===== config.mk =====
export PLATFORM = sky130hd
export DESIGN_NAME = calc1_port_sched
export DESIGN_NICKNAME = d
export VERILOG_FILES = /design/src/rtl/calc1_pkg.sv /design/src/rtl/calc1_alu.sv /design/src/rtl/calc1_port_sched.sv
export SDC_FILE = /design/constraint.sdc
export NUM_CORES = 1
export LEC_CHECK = 0
export BUFFER_PORTS_ARGS = -buffer_cell sky130_fd_sc_hd__buf_4
export CORE_ASPECT_RATIO = 0.5
export CORE_MARGIN = 4
export CORE_UTILIZATION = 51
export CTS_CLUSTER_DIAMETER = 30
export DETAILED_ROUTE_END_ITERATION = 10
export PLACE_DENSITY = 0.78
export SETUP_SLACK_MARGIN = 0.05
export SYNTH_ARGS = -nofsm -noshare
export SYNTH_HDL_FRONTEND = slang
export SYNTH_SLANG_ARGS = --single-unit

===== constraint.sdc =====
create_clock -name c_clk -period 14.3 [get_ports c_clk]
set_clock_uncertainty 0.05 [all_clocks]
set_input_delay 2.86 -clock c_clk [delete_from_list [all_inputs] [get_ports c_clk]]
set_output_delay 2.86 -clock c_clk [all_outputs]
set_load 0.05 [all_outputs]

===== src/rtl/calc1_pkg.sv =====
// Shared definitions for the four-port calculator: operand widths, command and
// response codes, and the per-port request state.
package calc1_pkg;

  localparam int DATA_W    = 32;
  localparam int SHAMT_W   = 5;
  localparam int NUM_PORTS = 4;
  localparam int PORT_W    = 2;

  typedef enum logic [3:0] {
    CMD_NONE = 4'd0,
    CMD_ADD  = 4'd1,
    CMD_SUB  = 4'd2,
    CMD_SHL  = 4'd5,
    CMD_SHR  = 4'd6
  } cmd_e;

  typedef enum logic [1:0] {
    RESP_NONE = 2'd0,
    RESP_OK   = 2'd1,
    RESP_ERR  = 2'd2
  } resp_e;

  typedef enum logic [1:0] {
    ST_IDLE,
    ST_D2,
    ST_PEND,
    ST_EXEC
  } port_state_e;

endpackage


===== src/rtl/calc1_alu.sv =====
// Shared single-cycle ALU: operands register at the grant edge, the result with
// its response code and originating port registers one edge later.
module calc1_alu #(
  parameter int DATA_W  = calc1_pkg::DATA_W,
  parameter int SHAMT_W = calc1_pkg::SHAMT_W
) (
  input  logic              c_clk,
  input  logic              reset,
  input  logic              load,
  input  logic [0:3]        cmd,
  input  logic [0:DATA_W-1] data1,
  input  logic [0:DATA_W-1] data2,
  input  logic [1:0]        port_id,
  output logic [0:1]        res_resp,
  output logic [0:DATA_W-1] res_data,
  output logic [1:0]        res_port
);
  import calc1_pkg::*;

  logic              op_valid_reg;
  logic [0:3]        op_cmd_reg;
  logic [0:DATA_W-1] op_d1_reg;
  logic [0:DATA_W-1] op_d2_reg;
  logic [1:0]        op_port_reg;

  logic [0:1]        res_resp_reg;
  logic [0:DATA_W-1] res_data_reg;
  logic [1:0]        res_port_reg;

  logic [0:1]        resp_next;
  logic [0:DATA_W-1] data_next;
  logic [0:DATA_W]   sum_ext;
  logic [0:SHAMT_W-1] shamt;

  always_ff @(posedge c_clk or posedge reset) begin
    if (reset) begin
      op_valid_reg <= 1'b0;
      op_cmd_reg   <= '0;
      op_d1_reg    <= '0;
      op_d2_reg    <= '0;
      op_port_reg  <= '0;
    end else begin
      op_valid_reg <= load;
      if (load) begin
        op_cmd_reg  <= cmd;
        op_d1_reg   <= data1;
        op_d2_reg   <= data2;
        op_port_reg <= port_id;
      end
    end
  end

  // Shift amount comes from the least-significant end of data2.
  assign shamt = op_d2_reg[DATA_W-SHAMT_W:DATA_W-1];

  always_comb begin
    sum_ext   = '0;
    resp_next = RESP_NONE;
    data_next = '0;
    if (op_valid_reg) begin
      case (op_cmd_reg)
        CMD_ADD: begin
          sum_ext = {1'b0, op_d1_reg} + {1'b0, op_d2_reg};
          if (sum_ext[0]) begin
            resp_next = RESP_ERR;
          end else begin
            resp_next = RESP_OK;
            data_next = sum_ext[1:DATA_W];
          end
        end
        CMD_SUB: begin
          if (op_d2_reg > op_d1_reg) begin
            resp_next = RESP_ERR;
          end else begin
            resp_next = RESP_OK;
            data_next = op_d1_reg - op_d2_reg;
          end
        end
        CMD_SHL: begin
          resp_next = RESP_OK;
          data_next = op_d1_reg << shamt;
        end
        CMD_SHR: begin
          resp_next = RESP_OK;
          data_next = op_d1_reg >> shamt;
        end
        default: resp_next = RESP_ERR;
      endcase
    end
  end

  always_ff @(posedge c_clk or posedge reset) begin
    if (reset) begin
      res_resp_reg <= RESP_NONE;
      res_data_reg <= '0;
      res_port_reg <= '0;
    end else begin
      res_resp_reg <= resp_next;
      res_data_reg <= data_next;
      res_port_reg <= op_port_reg;
    end
  end

  assign res_resp = res_resp_reg;
  assign res_data = res_data_reg;
  assign res_port = res_port_reg;

endmodule


===== src/rtl/calc1_port_sched.sv =====
// Four request ports sharing one ALU: each port collects a two-beat request,
// then waits for a round-robin grant; results return to the originating port.
module calc1_port_sched #(
  parameter int DATA_W  = calc1_pkg::DATA_W,
  parameter int SHAMT_W = calc1_pkg::SHAMT_W
) (
  input  logic              c_clk,
  input  logic              reset,
  input  logic [0:3]        req1_cmd_in,
  input  logic [0:3]        req2_cmd_in,
  input  logic [0:3]        req3_cmd_in,
  input  logic [0:3]        req4_cmd_in,
  input  logic [0:DATA_W-1] req1_data_in,
  input  logic [0:DATA_W-1] req2_data_in,
  input  logic [0:DATA_W-1] req3_data_in,
  input  logic [0:DATA_W-1] req4_data_in,
  output logic [0:1]        out_resp1,
  output logic [0:1]        out_resp2,
  output logic [0:1]        out_resp3,
  output logic [0:1]        out_resp4,
  output logic [0:DATA_W-1] out_data1,
  output logic [0:DATA_W-1] out_data2,
  output logic [0:DATA_W-1] out_data3,
  output logic [0:DATA_W-1] out_data4,
  output logic [0:3]        busy
);
  import calc1_pkg::*;

  localparam int NP = NUM_PORTS;

  logic [0:3]        cmd_in   [NP];
  logic [0:DATA_W-1] data_in  [NP];
  logic [0:3]        cmd_q    [NP];
  logic [0:DATA_W-1] d1_q     [NP];
  logic [0:DATA_W-1] d2_q     [NP];
  logic [0:1]        resp_out [NP];
  logic [0:DATA_W-1] data_out [NP];
  logic [NP-1:0]     pend;

  logic [1:0]        rr_ptr_reg;
  logic              grant_valid;
  logic [1:0]        grant_idx;

  logic [0:1]        res_resp;
  logic [0:DATA_W-1] res_data;
  logic [1:0]        res_port;

  assign cmd_in[0]  = req1_cmd_in;
  assign cmd_in[1]  = req2_cmd_in;
  assign cmd_in[2]  = req3_cmd_in;
  assign cmd_in[3]  = req4_cmd_in;
  assign data_in[0] = req1_data_in;
  assign data_in[1] = req2_data_in;
  assign data_in[2] = req3_data_in;
  assign data_in[3] = req4_data_in;

  // Search wraps naturally in two bits, starting just after the last grant.
  always_comb begin
    grant_valid = 1'b0;
    grant_idx   = rr_ptr_reg;
    for (int i = 0; i < NP; i++) begin
      if (!grant_valid && pend[rr_ptr_reg + 2'(i)]) begin
        grant_valid = 1'b1;
        grant_idx   = rr_ptr_reg + 2'(i);
      end
    end
  end

  always_ff @(posedge c_clk or posedge reset) begin
    if (reset) begin
      rr_ptr_reg <= '0;
    end else if (grant_valid) begin
      rr_ptr_reg <= grant_idx + 2'd1;
    end
  end

  for (genvar gi = 0; gi < NP; gi++) begin : g_port
    port_state_e       state_reg;
    logic [0:3]        cmd_reg;
    logic [0:DATA_W-1] d1_reg;
    logic [0:DATA_W-1] d2_reg;

    // EXEC lasts exactly one edge because the ALU latency is fixed.
    always_ff @(posedge c_clk or posedge reset) begin
      if (reset) begin
        state_reg <= ST_IDLE;
        cmd_reg   <= '0;
        d1_reg    <= '0;
        d2_reg    <= '0;
      end else begin
        case (state_reg)
          ST_IDLE: begin
            if (cmd_in[gi] != CMD_NONE) begin
              cmd_reg   <= cmd_in[gi];
              d1_reg    <= data_in[gi];
              state_reg <= ST_D2;
            end
          end
          ST_D2: begin
            d2_reg    <= data_in[gi];
            state_reg <= ST_PEND;
          end
          ST_PEND: begin
            if (grant_valid && grant_idx == 2'(gi)) begin
              state_reg <= ST_EXEC;
            end
          end
          ST_EXEC: state_reg <= ST_IDLE;
          default: state_reg <= ST_IDLE;
        endcase
      end
    end

    assign pend[gi]     = (state_reg == ST_PEND);
    assign busy[gi]     = (state_reg != ST_IDLE);
    assign cmd_q[gi]    = cmd_reg;
    assign d1_q[gi]     = d1_reg;
    assign d2_q[gi]     = d2_reg;
    assign resp_out[gi] = (res_port == 2'(gi)) ? res_resp : RESP_NONE;
    assign data_out[gi] = (res_port == 2'(gi)) ? res_data : '0;
  end

  calc1_alu #(
    .DATA_W  (DATA_W),
    .SHAMT_W (SHAMT_W)
  ) u_alu (
    .c_clk    (c_clk),
    .reset    (reset),
    .load     (grant_valid),
    .cmd      (cmd_q[grant_idx]),
    .data1    (d1_q[grant_idx]),
    .data2    (d2_q[grant_idx]),
    .port_id  (grant_idx),
    .res_resp (res_resp),
    .res_data (res_data),
    .res_port (res_port)
  );

  assign out_resp1 = resp_out[0];
  assign out_resp2 = resp_out[1];
  assign out_resp3 = resp_out[2];
  assign out_resp4 = resp_out[3];
  assign out_data1 = data_out[0];
  assign out_data2 = data_out[1];
  assign out_data3 = data_out[2];
  assign out_data4 = data_out[3];

endmodule


==> impl_metrics.csv <==
group,metric,value,unit
grt,antenna_found_initial,7,
worst_setup_path,crit_required,11390,ps
timing,setup_tns,0,ps
worst_setup_path,path_cells,"nor2b_2, and2_1, buf_4",
worst_setup_path,crit_type,"flip-flop to output port",
synth,synth_area_per_cell,10.20,µm²
worst_setup_path,critPathArrivalTime,3030,ps
drt,wirelength,81050,µm
worst_setup_path,slowest_delay,1000,ps
clock_tree,cts.path.max_buffers,3,
clock_tree,clk_root_buffer_cell,"clkbuf_16",
worst_setup_path,reg2reg_setup_slack,9190,ps
synth,synth_cell_types,90,
clock_tree,post_cts_resized,0,
worst_setup_path,reg2reg_from,"u_alu.op_d2_reg[30]$_DFFE_PP0P_",
run,drv_cap,0,
drt,vias_per_cell,6.294,
clock_tree,clock_sinks,389,
outcome,status,"complete, no violations",
synth,synthCells,2372,
worst_setup_path,path_max_fanout,37,
drt,route.detailed.drc,0,
timing,fin_crit_sh,0.4155,
grt,grt_pass1_vias,20241,
floorplanning,die_area,51210,µm²
finish,drive_gt1_frac,0.3070,
finish,nFillCells,3636,
drt,drtPass1Iterations,6,
worst_setup_path,r2r_end,"u_alu.res_data[17]$_DFF_PP0_",
timing,worstMarginPinSlew,1184,ps
timing,rsz0062_at_grt,"no",
floorplanning,fp.dieW,316.1,µm
worst_setup_path,crit_end,"out_data2[19]",
synth,syn_nets,2606,
drt,drtIter0Drc,2418,
floorplanning,row_count,56,
clock_tree,clk_pin_slew,60,ps
placement,gp_congestion,1.015,
hold_path,hold_path.startpoint,"g_port[3].cmd_reg[0]$_DFFE_PP0P_",
synth,ys_warn_count,0,
grt,grt_pass1_wl,122000,µm
finish,fin_nets,2810,
timing,maxSlewViolCount,0,
placement,dp_hpwl,55790,µm
timing,fin_ws,8358,ps
finish,synthToLayoutAreaGrowth,18.50,%
drt,final_antenna_net_count,0,
grt,grt_remaining_overflow,0,
synth,synth_seq_area_share,0.4022,
clock_tree,holdBufCountCts,0,
floorplanning,fp.dieH,162.0,µm
hold_path,min_path_type,"flip-flop to flip-flop",
grt,grt_max_degree,122,
clock_tree,clock_insertion_delay_worst_skew,620,ps
clock_tree,cts_max_level,2,
synth,netlist_area,24200,µm²
timing,fmax,168.3,MHz
clock_tree,cts_buffers,54,
timing,slew_headroom,0.2105,
timing,setup_viol,0,
clock_tree,cts_tree,"yes",
grt,grt_usage,0.3093,
worst_setup_path,startpoint_type,"flip-flop",
floorplanning,core,46880,µm²
worst_setup_path,slowest_stage,"dfrtp_1",
synth,synth_edf_count,0,
synth,async_flop_share,1.000,
floorplanning,io_pins,286,
synth,ys_ff_latch,389,
worst_setup_path,end_kind,"output port",
placement,io_buffers,285,
timing,final-hold-violation-count,0,
placement,dpl_worst_slack,8907,ps
timing,fin_crit,5942,ps
drt,wl_per_cell,24.81,µm
synth,synth-main-ff-cell,"dfrtp_1",
drt,vias,20563,
floorplanning,start_util,0.5163,
clock_tree,postCtsSetupBuffers,0,
worst_setup_path,r2r.worst_path.cells,12,
worst_setup_path,crit_start,"u_alu.res_port[0]$_DFF_PP0_",
[worst max-delay path, delay by kind of cell (launching register included)]
kind / cells / cell delay, ps
buffers and inverters: 1 / 200
AND/OR/NAND/NOR: 2 / 1240
flip-flops: 1 / 1000
[Yosys cell counts, drive strengths merged, types with 8 or more instances]
library cell / instances / area, µm²
a211oi: 22 / 175.2
a21o: 19 / 142.6
a21oi: 144 / 747.0
a22o: 11 / 96.34
a22oi: 8 / 60.06
a31oi: 21 / 137.6
and2: 112 / 700.7
and3: 39 / 244.0
buf: 76 / 385.4
clkbuf: 82 / 309.0
dfrtp: 389 / 9734
ha: 86 / 1076
inv: 98 / 367.9
mux2: 267 / 3007
mux2i: 52 / 520.5
mux4: 81 / 1824
nand2: 246 / 923.4
nand2b: 27 / 176.4
nand3: 21 / 115.1
nor2: 154 / 585.6
nor2b: 20 / 125.1
nor3: 21 / 110.1
nor4: 11 / 81.32
o211ai: 25 / 187.7
o21a: 14 / 105.1
o21ai: 144 / 735.7
o21bai: 13 / 108.9
o221ai: 14 / 128.9
o22ai: 33 / 206.5
or2: 9 / 56.30
or4: 8 / 60.06
xnor2: 11 / 96.34
[cells by family after synthesis]
kind of cell	Yosys count	synth area share
AOI/OAI and AO/OA	542	0.1458
xor gates and xnor gates	12	0.004343
adders and majority gates	88	0.04612
buffers and inverters	257	0.04405
DFF	389	0.4022
muxes	400	0.2211
and+or+nand+nor	684	0.1363
[placed cells by master (no fill, tap or decap), types with 25 or more instances in the layout]
| cell | n |
|---|---|
| o211ai_1 | 25 |
| ha_1 | 82 |
| mux4_2 | 81 |
| nand2_1 | 241 |
| dfrtp_1 | 385 |
| mux2i_1 | 52 |
| and2_1 | 112 |
| and3_1 | 39 |
| o21ai_0 | 137 |
| buf_4 | 306 |
| mux2_2 | 267 |
| nand2b_1 | 26 |
| clkbuf_16 | 54 |
| nor2_1 | 152 |
| inv_1 | 94 |
| o22ai_1 | 33 |
| a21oi_1 | 141 |
[layout make-up]
type                    count  area, µm²  share of cell area
flip-flops and latches    389       9739              0.3396
clock inverters            38      540.5             0.01885
repair buffers            306       2297             0.08010
multi-input cells        1726      13440              0.4688
diodes                      7      17.52           0.0006108
clock buffers              64       1459             0.05087
well taps                 638      798.3             0.02784
inverters                  99      381.6             0.01331
[layer usage]
layer / global-route usage / wire length [µm] / up-vias
met2: 0.4788 / 36540 / 1168
met5: 0 / 13 / -
li1: - / - / 8987
met1: 0.4165 / 32420 / 10191
met4: 0.1330 / 3392 / 2
met3: 0.07880 / 8684 / 215
[how the worst min path moves through the flow]
stage	end	slack, ps	cells after the start
after floorplan	u_alu.res_port[1]$_DFF_PP0_	300	0
after global placement	g_port[3].cmd_reg[0]$_DFFE_PP0P_	400	2
after detailed placement	g_port[3].cmd_reg[0]$_DFFE_PP0P_	410	2
final	g_port[3].cmd_reg[0]$_DFFE_PP0P_	430	2
after global routing	g_port[2].cmd_reg[0]$_DFFE_PP0P_	450	2
after CTS	g_port[3].cmd_reg[0]$_DFFE_PP0P_	430	2
[stage by stage]
stage                     cell area, µm²    util  std cells  hold slack (ps)
after detailed placement           26660  0.5688       3158            410.3
after global placement             26660  0.5688       3158            404.2
after global routing               28670  0.6117       3265            450.4
after CTS                          28660  0.6114       3260            425.3
after floorplan                    24200       -       2372            303.5
final                              28680  0.6118       3267            425.1
Power is not shown: default switching activity piles up to over one toggle a cycle in this logic, so the estimate is an artifact.
